===== config.mk =====
export PLATFORM = sky130hd
export DESIGN_NAME = pipeline_ctrl
export DESIGN_NICKNAME = d
export VERILOG_FILES = /design/src/rtl/pipeline_ctrl_pkg.sv /design/src/rtl/sat_counter.sv /design/src/rtl/pipeline_ctrl.sv
export SDC_FILE = /design/constraint.sdc
export NUM_CORES = 1
export LEC_CHECK = 0
export CAP_MARGIN = 25
export CORE_MARGIN = 4
export CORE_UTILIZATION = 35
export CTS_BUF_LIST = sky130_fd_sc_hd__clkbuf_8 sky130_fd_sc_hd__clkbuf_16
export CTS_CLUSTER_SIZE = 25
export DETAILED_ROUTE_END_ITERATION = 7
export SLEW_MARGIN = 40
export SYNTH_ARGS = -nofsm -noshare
export SYNTH_HDL_FRONTEND = slang
export SYNTH_SLANG_ARGS = --single-unit

===== constraint.sdc =====
create_clock -name clk -period 2.4 [get_ports clk]
set_input_delay 0.48 -clock clk [delete_from_list [all_inputs] [get_ports clk]]
set_output_delay 0.48 -clock clk [all_outputs]
set_load 0.005 [all_outputs]

===== src/rtl/pipeline_ctrl_pkg.sv =====
// Shared types and constants for the pipeline hazard/stall controller.
package pipeline_ctrl_pkg;

    // Register-file address width (x0..x31).
    localparam int unsigned RegAddrW = 5;

    // Controller FSM; encodings are visible on ctrl_state for debug.
    typedef enum logic [1:0] {
        StRun     = 2'd0,
        StMemWait = 2'd1,
        StErr     = 2'd2
    } ctrl_state_e;

endpackage


===== src/rtl/sat_counter.sv =====
// Saturating up-counter with synchronous clear; holds at all-ones.
module sat_counter #(
    parameter int unsigned W = 32
) (
    input  logic         clk,
    input  logic         inc,
    input  logic         clear,
    output logic [W-1:0] count
);

    logic [W-1:0] count_q, count_d;

    // Next count: clear wins, otherwise increment until all-ones.
    always_comb begin
        count_d = count_q;
        if (clear) begin
            count_d = '0;
        end else if (inc && (count_q != '1)) begin
            count_d = count_q + W'(1);
        end
    end

    // Count register.
    always_ff @(posedge clk) begin
        count_q <= count_d;
    end

    assign count = count_q;

endmodule


===== src/rtl/pipeline_ctrl.sv =====
// Five-stage pipeline controller: memory wait-state freeze with timeout,
// branch flush, load-use stall, and stall/flush performance counters.
module pipeline_ctrl
    import pipeline_ctrl_pkg::*;
#(
    parameter int unsigned MEM_TIMEOUT = 16,
    parameter int unsigned CNT_W       = 32
) (
    input  logic                clk,
    input  logic                rst,
    input  logic [RegAddrW-1:0] id_rs1_addr,
    input  logic [RegAddrW-1:0] id_rs2_addr,
    input  logic                id_uses_rs1,
    input  logic                id_uses_rs2,
    input  logic                ex_MemRead,
    input  logic [RegAddrW-1:0] ex_rd_addr,
    input  logic                ex_branch_taken,
    input  logic                mem_MemRead,
    input  logic                mem_MemWrite,
    input  logic                dmem_ready,
    output logic                dmem_req,
    output logic                pc_en,
    output logic                if_id_en,
    output logic                id_ex_en,
    output logic                ex_mem_en,
    output logic                mem_wb_en,
    output logic                if_id_flush,
    output logic                id_ex_flush,
    output logic                mem_wb_bubble,
    output logic                mem_err,
    output logic [1:0]          ctrl_state,
    output logic [CNT_W-1:0]    stall_cycles,
    output logic [CNT_W-1:0]    flush_count
);

    localparam int unsigned WaitW = $clog2(MEM_TIMEOUT + 1);

    ctrl_state_e      state_q, state_d;
    logic [WaitW-1:0] wait_cnt_q, wait_cnt_d;
    logic [WaitW-1:0] wait_inc;
    logic             mem_err_q, mem_err_d;

    logic mem_access;
    logic freeze;
    logic load_use;
    logic branch_flush;
    logic timeout;
    logic stall_inc;
    logic flush_inc;
    logic cnt_clear;

    assign mem_access = mem_MemRead | mem_MemWrite;
    // ERR never freezes; it has its own all-quiet output set.
    assign freeze     = mem_access & ~dmem_ready & (state_q != StErr);
    assign load_use   = ex_MemRead && (ex_rd_addr != '0) &&
                        ((id_uses_rs1 && (id_rs1_addr == ex_rd_addr)) ||
                         (id_uses_rs2 && (id_rs2_addr == ex_rd_addr)));
    assign wait_inc   = wait_cnt_q + WaitW'(1);
    assign timeout    = (wait_inc == WaitW'(MEM_TIMEOUT));

    // Outputs and next state; priority ERR > freeze > branch > load-use > normal.
    always_comb begin
        dmem_req      = 1'b0;
        pc_en         = 1'b0;
        if_id_en      = 1'b0;
        id_ex_en      = 1'b0;
        ex_mem_en     = 1'b0;
        mem_wb_en     = 1'b0;
        if_id_flush   = 1'b0;
        id_ex_flush   = 1'b0;
        mem_wb_bubble = 1'b0;
        branch_flush  = 1'b0;
        state_d       = state_q;
        wait_cnt_d    = wait_cnt_q;
        mem_err_d     = mem_err_q;

        if (rst) begin
            case (state_q)
                StRun, StMemWait: begin
                    dmem_req = mem_access;
                    if (freeze) begin
                        mem_wb_bubble = 1'b1;
                    end else if (ex_branch_taken) begin
                        branch_flush = 1'b1;
                        {pc_en, if_id_en, id_ex_en, ex_mem_en, mem_wb_en} = 5'b11111;
                        if_id_flush  = 1'b1;
                        id_ex_flush  = 1'b1;
                    end else if (load_use) begin
                        // Hold PC and IF/ID, push a bubble into EX.
                        {pc_en, if_id_en, id_ex_en, ex_mem_en, mem_wb_en} = 5'b00111;
                        id_ex_flush = 1'b1;
                    end else begin
                        {pc_en, if_id_en, id_ex_en, ex_mem_en, mem_wb_en} = 5'b11111;
                    end

                    if (state_q == StRun) begin
                        if (freeze) begin
                            state_d    = StMemWait;
                            wait_cnt_d = '0;
                        end
                    end else if (!freeze) begin
                        state_d = StRun;
                    end else if (timeout) begin
                        state_d   = StErr;
                        mem_err_d = 1'b1;
                    end else begin
                        wait_cnt_d = wait_inc;
                    end
                end
                default: begin
                    // ERR (and the unused encoding) park quietly until reset.
                    state_d   = StErr;
                    mem_err_d = 1'b1;
                end
            endcase
        end
    end

    // State, wait counter and sticky error, with synchronous active-low reset.
    always_ff @(posedge clk) begin
        if (!rst) begin
            state_q    <= StRun;
            wait_cnt_q <= '0;
            mem_err_q  <= 1'b0;
        end else begin
            state_q    <= state_d;
            wait_cnt_q <= wait_cnt_d;
            mem_err_q  <= mem_err_d;
        end
    end

    assign mem_err    = mem_err_q;
    assign ctrl_state = state_q;

    assign cnt_clear = ~rst;
    assign stall_inc = rst & ~pc_en & (state_q != StErr);
    assign flush_inc = rst & branch_flush;

    sat_counter #(
        .W (CNT_W)
    ) u_stall_cnt (
        .clk   (clk),
        .inc   (stall_inc),
        .clear (cnt_clear),
        .count (stall_cycles)
    );

    sat_counter #(
        .W (CNT_W)
    ) u_flush_cnt (
        .clk   (clk),
        .inc   (flush_inc),
        .clear (cnt_clear),
        .count (flush_count)
    );

endmodule


==> impl_metrics.yaml, run 1 <==
run_status:
  status: "finished clean"
logic_synthesis:
  ys_seq_area_frac: 0.3614
  netlist.area_leader.share: 0.3614
  syn_avg_cell_area_um2: 8.258
  synth_seq_cells: 72
  synth_cells: 483
  synth_area_um2: 3989
  synth-main-ff-cell: "dfxtp_1"
  synth-edff-count: 0
  yosys_warnings: 0
  synth_cell_types: 62
  yosys-top-cells-area: "dfxtp_1 36%, nand2_1 5.6%, o31ai_1 5.1%"
  syn_nets: 510
  synth_top_area_cell: "dfxtp_1"
  async_flop_share: 0
timing:
  skew_ns: 0.007992
  relSlewSlack: 0.7051
  setup_viol: 0
  setup_slack_ns: 0.08737
  clock.fmax_mhz: 432.4
  worst_slew_pin_slew_ns: 0.4383
  period_needed_ns: 2.313
  final_hold_viol_count: 0
  setup_tns_ns: 0
  slew_viol_final: 0
  finalCritPeriodShare: 0.9636
critical_path:
  cpMaxStageDelayCell: "or4_4"
  critPathKind: "in -> out"
  crit_start: "ex_rd_addr[3]"
  crit_chain: "dlygate4sd2_1 > or4_4 > o21ai_2 > nor2_1 > a21boi_2 > dlygate4sd2_1"
  max_stage_delay_ns: 0.53
  path_max_fanout: 2
  crit_arrival_ns: 1.83
  r2r-start: "u_stall_cnt.count[2]"
  setup.worst_path.end_class: "primary output"
  worst_setup_path_start_kind: "input pin"
  required_ns: 1.92
  cp_common_cell: "dlygate4sd2_1"
cts:
  cts_buffers: 9
  clockBufferDepth: 2
  postCtsHoldBufs: 0
  clk_pin_slew_worst_paths_ns: 0.06
  clock_latency_ns: 0.33
  cts_tree: "yes"
  clock_sinks: 72
  htree_levels: 3
  clockRootBuffer: "clkbuf_16"
grt:
  grt-ovfl-total: 0
  track_usage: 0.1755
  grt_pass1_wl_mm: 19.11
  antenna_found_initial: 0
  grt_pass1_vias: 4015
  grt_max_degree: 30
placement:
  post-place-ws_ns: -0.5062
  portBuffers: 99
  dp_hpwl_mm: 8.409
  routabilityCongestion: 0.8355
finish:
  diodes: 0
  register_area_um2: 1441
  drive_above_1_share: 0.1403
  area_growth_pct: 43.82
  mostFrequentLayoutCells: "84 x clkdlybuf4s50_1, 72 x dfxtp_1, 59 x nand2_1"
  final_common_cell: "clkdlybuf4s50_1"
  n_fill_cell: 1039
  nNetsFinal: 642
  multi_input_area_um2: 2386
floorplanning:
  die_h_um: 114.8
  initial_core_util: 0.3632
  core_area_um2: 10980
  ios: 100
  num_rows: 38
  dieArea_um2: 13170
  die_x_um: 114.8
routing:
  vias: 4140
  vias_per_cell: 5.447
  drtAntennaViolNets: 0
  drtPass1Iterations: 4
  drt-initial-drc-count: 281
  wl_per_cell_um: 15.19
  route.detailed.drc: 0
  wl_mm: 11.54
worst_hold_path:
  holdCritStartpoint: "mem_err"
  hp-class: "reg -> reg"
pwr:
  irDropWorstVdd_uv: 319.0
  cellPowerDensity_nw_per_um2: 502.4
  p_total_mw: 2.882
  p_leak_nw: 2.037
run:
  drv_cap: 0
-- routing by layer --
layer	part of all wire	track usage
met1	0.45	0.2246
met5	0	0
met2	0.50	0.3038
met3	0.045	0.03474
met4	0.013	0.04460
-- metrics by stage --
step                      hold WS [ns]  area [µm²]  instances    util
after global placement          0.4466        5390        743  0.4908
after floorplan                 0.4508        3989        483       -
after global routing            0.4828        5737        760  0.5223
final                           0.4640        5737        760  0.5223
after CTS                       0.4724        5712        760  0.5201
after detailed placement        0.4582        5390        743  0.4908
-- layout make-up --
cell class / instances / share of cell area
multi-input cells: 380 / 0.4159
flip-flops and latches: 72 / 0.2513
repair buffers: 148 / 0.2434
clock buffers: 10 / 0.04166
well taps: 140 / 0.03053
clock inverters: 6 / 0.01461
inverters: 4 / 0.002617
-- report_power, final --
part	internal [mW]	switching [mW]
Sequential	1.20	0.00582
Clock	0.933	0.513
Combinational	0.122	0.108
-- critical path, delay by kind of cell --
kind,cells,cell delay (ns)
AO/OA/AOI/OAI,2,0.27
buffers and inverters,2,0.48
AND/OR/NAND/NOR,2,0.60
-- timing repair --
item / 4_1_cts / 5_1_grt
setup endpoints to repair: 7 / 10
setup buffers: 1 / 0
gates resized for setup: 16 / 9
pin swaps: 4 / 6
-- Yosys cell counts, types with 3 or more instances --
cell type / instances
nor4_1: 11
o21ai_0: 7
xor2_1: 10
or4_1: 26
and4_1: 3
o21a_1: 3
ha_1: 3
nand4_1: 21
or3_1: 9
xnor2_1: 12
nor3b_1: 3
dfxtp_1: 72
inv_1: 3
a21oi_1: 35
o211ai_1: 5
o21bai_1: 3
mux2i_1: 13
nand2b_1: 11
nand2_1: 59
buf_2: 4
nor3_1: 8
o31ai_1: 27
and2_1: 3
and3_1: 7
buf_4: 8
nand3_1: 28
nand4_2: 3
nor2_1: 40
clkbuf_1: 10
-- final timing paths --
kind / depth (start not counted) / slack (ns) / end
setup / recovery: 6 / 0.09 / if_id_en
hold / removal: 1 / 0.46 / mem_err
setup reg to reg: 6 / 0.20 / u_stall_cnt.count[31]
hold reg to reg: 1 / 0.46 / mem_err
-- registers in the layout (all words and copies together), names as in the netlist --
signal	flops
ctrl_state	2
mem_err	1
u_flush_cnt.count	32
u_stall_cnt.count	32
wait_cnt_q	5
-- cell families after synthesis --
kind of cell	Yosys count	share of synthesized area
AND/OR/NAND/NOR	247	0.3451
AO/OA/AOI/OAI	95	0.1587
flip-flops	72	0.3614
buffers and inverters	31	0.04454
XOR/XNOR	22	0.04830
multiplexers	13	0.03262
adder cells (fa/ha/maj)	3	0.009411
(Power assumes the default switching activity.)
==> run 2, diff against run 1 <==
- GPL_TIMING_DRIVEN: default -> 0
- HOLD_SLACK_MARGIN: default -> 0.05
==> run 2 against run 1 <==
Highest routed layer unchanged; first-iteration DRC count shrank 13%; worst hold slack lost 0.0078 ns; power shrank 2.2%; routed wire length grew 11%.
==> impl_metrics.yaml, run 2 (synthesis results as in run 1) <==
routing:
  vias_per_cell: 5.570
  wl_mm: 12.84
  drt-initial-drc-count: 244
  route.detailed.drc: 0
  drtPass1Iterations: 5
  vias: 4183
  drtAntennaViolNets: 0
  wl_per_cell_um: 17.10
cts:
  clockRootBuffer: "clkbuf_16"
  clk_pin_slew_worst_paths_ns: 0.06
  htree_levels: 3
  clock_latency_ns: 0.33
  clockBufferDepth: 2
  cts_buffers: 9
  clock_sinks: 72
  cts_tree: "yes"
timing:
  slew_viol_final: 0
  setup_viol: 0
  worst_hold_slack_ns: 0.4562
  final_hold_viol_count: 0
  rsz0062_at_grt: "no"
  setup_tns_ns: 0
  skew_ns: 0.007767
  finalCritPeriodShare: 0.9785
  period_needed_ns: 2.348
  clock.fmax_mhz: 425.8
  relSlewSlack: 0.5498
  worst_slew_pin_slew_ns: 0.6753
pwr:
  p_leak_nw: 1.917
  p_total_mw: 2.818
  power.internal_mw: 2.121
  p_clk_frac: 0.491
  swShare: 0.2473
  irDropWorstVdd_uv: 308.9
  cellPowerDensity_nw_per_um2: 499.3
  power_frac_seq: 0.429
  pwr-share-comb: 0.080
  switchingPower_uw: 696.8
worst_hold_path:
  min_to: "mem_err"
  holdCritStartpoint: "mem_err"
  min_path_cells: 1
  hp-class: "reg -> reg"
finish:
  diodes: 0
  register_area_um2: 1445
  area_growth_pct: 41.47
  drive_above_1_share: 0.1424
  final_common_cell: "clkdlybuf4s50_1"
  n_fill_cell: 1042
  nNetsFinal: 633
  mostFrequentLayoutCells: "78 x clkdlybuf4s50_1, 69 x dfxtp_1, 58 x nand2_1"
  stdcell_area_um2: 5643
  multi_input_area_um2: 2457
  final_cells: 751
critical_path:
  timing.reg2reg.setup_slack_ns: 0.08
  crit_arrival_ns: 1.87
  r2r-start: "u_stall_cnt.count[0]"
  critPathKind: "in -> out"
  required_ns: 1.92
  setup.worst_path.end_class: "primary output"
  reg2reg_to: "u_stall_cnt.count[16]"
  path_max_fanout: 3
  r2r_cells: 7
  worst_setup_path_start_kind: "input pin"
placement:
  portBuffers: 99
  routabilityCongestion: 0.9053
  placed_cell_area_um2: 5155
  dp_cells: 722
  dp_hpwl_mm: 9.106
floorplanning:
  ios: 100
  num_rows: 38
  die_x_um: 114.8
  initial_core_util: 0.3632
  core_area_um2: 10980
  dieArea_um2: 13170
  die_h_um: 114.8
grt:
  grt_pass1_wl_mm: 20.71
  grt-ovfl-total: 0
  track_usage: 0.1923
  grt_max_degree: 15
  antenna_found_initial: 0
  grt_pass1_vias: 4071
run_status:
  status: "finished clean"
run:
  drv_cap: 0
## run 2: changes by cell type in the layout (fill, tap and decap cells not counted), moves of 4 or more
cell / change
buf_4: -25
buf_6: +4
clkbuf_1: +9
clkdlybuf4s50_1: -6
dlygate4sd2_1: +4
## run 2: worst max path at each step
stage / slack, ns / depth (start not counted) / endpoint / from
finish: 0.05 / 7 / id_ex_flush / ex_rd_addr[4]
global route: 0.002 / 7 / u_stall_cnt.count[14] / u_stall_cnt.count[1]
CTS: 0.002 / 8 / pc_en / id_rs2_addr[1]
detailed placement: -0.99 / 5 / if_id_flush / rst
global placement: -0.96 / 5 / if_id_flush / rst
floorplan: 0.25 / 5 / pc_en / ex_rd_addr[1]
## run 2: repair_timing
| action | in CTS | in global routing |
|---|---|---|
| pin swaps | 15 | 9 |
| hold buffers | 0 | 0 |
| cloned | 0 | 1 |
| endpoints found under the setup margin | 69 | 22 |
| setup buffers | 8 | 5 |
| resized for setup | 54 | 16 |
## run 2: worst max-delay path, stage by stage
cell	delay [ns]
buf_2	0.13
or4_4	0.54
o21ai_4	0.19
buf_6	0.13
nor2b_2	0.03
o21a_1	0.16
clkdlybuf4s15_1	0.20
## run 2: routing by layer
| metal | global-route usage | up-vias | part of all wire |
|---|---|---|---|
| met5 | 0 | - | 0 |
| met4 | 0.05634 | 0 | 0.014 |
| met3 | 0.03158 | 16 | 0.060 |
| met2 | 0.3221 | 141 | 0.46 |
| met1 | 0.2559 | 1969 | 0.46 |
| li1 | - | 2057 | - |
## run 2: final cells by class
cell class / instances / area share
plain buffers: 26 / 0.03193
clock buffers: 9 / 0.03991
clock inverters: 7 / 0.01397
inverters: 4 / 0.002661
multi-input cells: 381 / 0.4355
flip-flops and latches: 72 / 0.2561
well taps: 140 / 0.03104
repair buffers: 112 / 0.1889
## run 2: through the flow
step	worst slack, ns	util
floorplan	0.2524	-
global placement	-0.9552	0.4694
detailed placement	-0.9852	0.4694
CTS	0.002457	0.5069
global route	0.002476	0.5138
finish	0.05151	0.5138
## run 2: power groups by stage
stage          clock network, mW  registers [mW]  logic (mW)
2_1_floorplan                  0            1.23       0.103
3_3_place_gp                   0            1.24       0.210
3_5_place_dp                   0            1.24       0.213
4_1_cts                     1.40            1.21       0.224
5_1_grt                     1.45            1.21       0.242
6_report                    1.38            1.21       0.224
==> run 3, diff against run 2 <==
- CTS_BUF_LIST: sky130_fd_sc_hd__clkbuf_8 sky130_fd_sc_hd__clkbuf_16 -> sky130_fd_sc_hd__clkbuf_2
- clock period: 2.4 -> 2.3 ns (I/O delays scaled with it)
==> run 3 against run 2 <==
Critical endpoint is now if_id_flush; clock-buffer cell count unchanged; power down 19%; clock skew up 0.028 ns; design area down 1.4%; flip-flop and latch count unchanged.
==> impl_metrics.yaml, run 3 (synthesis results as in run 1) <==
run_status:
  status: "finished clean"
pwr:
  p_leak_nw: 1.908
  p_total_mw: 2.281
  cellPowerDensity_nw_per_um2: 409.9
  irDropWorstVdd_uv: 233.6
grt:
  grt-ovfl-total: 0
  grt_pass1_wl_mm: 21.00
  met3_usage: 0.03368
  grt_use_met1: 0.2617
  track_usage: 0.1954
  busiest_layer: "met2"
  use_met2: 0.3244
  antenna_found_initial: 0
  grt_pass1_vias: 4123
  grt_max_degree: 15
timing:
  worst_slew_pin_slew_ns: 0.6386
  clock.fmax_mhz: 448.3
  period_needed_ns: 2.231
  finalCritPeriodShare: 0.9698
  final_hold_viol_count: 0
  skew_ns: 0.03598
  worst_hold_slack_ns: 0.4845
  slew_viol_final: 0
  relSlewSlack: 0.5742
  setup_viol: 0
finish:
  n_fill_cell: 1065
  drive_above_1_share: 0.1942
  register_area_um2: 1485
  multi_input_area_um2: 2466
  diodes: 0
  mostFrequentLayoutCells: "75 x clkdlybuf4s50_1, 58 x nand2_1, 47 x dfxtp_1"
  area_growth_pct: 39.52
  final_cells: 758
  final_common_cell: "clkdlybuf4s50_1"
  nNetsFinal: 640
placement:
  portBuffers: 99
  routabilityCongestion: 0.9053
  dp_cells: 722
  dp_hpwl_mm: 9.106
routing:
  drt-initial-drc-count: 254
  vias: 4257
  vias_per_cell: 5.616
  drtPass1Iterations: 5
  wl_per_cell_um: 17.01
  route.detailed.drc: 0
  wl_mm: 12.90
  drtAntennaViolNets: 0
critical_path:
  setup.worst_path.end_class: "primary output"
  timing.reg2reg.setup_slack_ns: 0.10
  critPathKind: "in -> out"
  crit_arrival_ns: 1.77
  crit_start: "ex_branch_taken"
  r2r-start: "u_stall_cnt.count[12]"
  worst_setup_path_start_kind: "input pin"
  r2r_cells: 8
  path_max_fanout: 10
  required_ns: 1.84
cts:
  clock_latency_ns: 0.54
  clock_sinks: 72
  clockRootBuffer: "clkbuf_2"
  cts_buffers: 9
  clk_pin_slew_worst_paths_ns: 0.21
  cts_tree: "yes"
  htree_levels: 3
  clockBufferDepth: 2
worst_hold_path:
  holdCritStartpoint: "mem_err"
  hp-class: "reg -> reg"
  min_path_cells: 1
floorplanning:
  dieArea_um2: 13170
  num_rows: 38
  die_x_um: 114.8
  initial_core_util: 0.3632
  ios: 100
  core_area_um2: 10980
  die_h_um: 114.8
run:
  drv_cap: 0
-- run 3: changes by cell type in the layout (fill, tap and decap cells not counted), moves of 3 or more --
cell,delta
dfxtp_1,-22
dfxtp_2,+17
clkbuf_16,-9
clkbuf_2,+9
buf_4,+7
dfxtp_4,+5
dlygate4sd2_1,+5
clkdlybuf4s50_1,-3
-- run 3: layer usage --
metal / part of all wire / routed length [µm]
met5: 0 / 0
met1: 0.45 / 5764
met3: 0.069 / 892
met4: 0.012 / 159
met2: 0.47 / 6078
-- run 3: final cells by class --
cell class	count	share of cell area
buffer	26	0.03350
clock buffer	9	0.008094
clock inverter	7	0.01416
inverter	4	0.002698
multi-input combinational	380	0.4431
sequential	72	0.2669
tap	140	0.03147
timing repair buffer	120	0.2001
-- run 3: what timing repair did --
action	in CTS	in global routing
setup endpoints to repair	43	35
hold buffers	0	0
setup buffers	13	8
resized for setup	72	37
pin swaps	21	11
-- run 3: final timing paths --
| check | to |
|---|---|
| setup / recovery | if_id_flush |
| hold / removal | mem_err |
| setup reg to reg | u_stall_cnt.count[17] |
| hold reg to reg | mem_err |
-- run 3: metrics by stage --
stage               worst slack (ns)  setup TNS, ns  instance area, µm²  utilization
floorplan                     0.1924              0                3989            -
global placement              -1.015         -36.64                5155       0.4694
detailed placement            -1.045         -39.26                5155       0.4694
CTS                         0.003833              0                5445       0.4958
global route                -0.01766       -0.02192                5565       0.5067
finish                       0.06938              0                5565       0.5067
-- run 3: critical path, stage by stage --
cell             delay, ns
clkdlybuf4s50_1       0.60
and4b_2               0.31
buf_6                 0.15
dlygate4sd2_1         0.25
-- run 3: report_power, final --
part | internal (mW) | switching (mW) | leakage (nW)
registers | 1.25 | 0.00944 | 0.594
logic | 0.112 | 0.123 | 1.25
clock network | 0.259 | 0.527 | 0.0651
total | 1.62 | 0.659 | 1.91
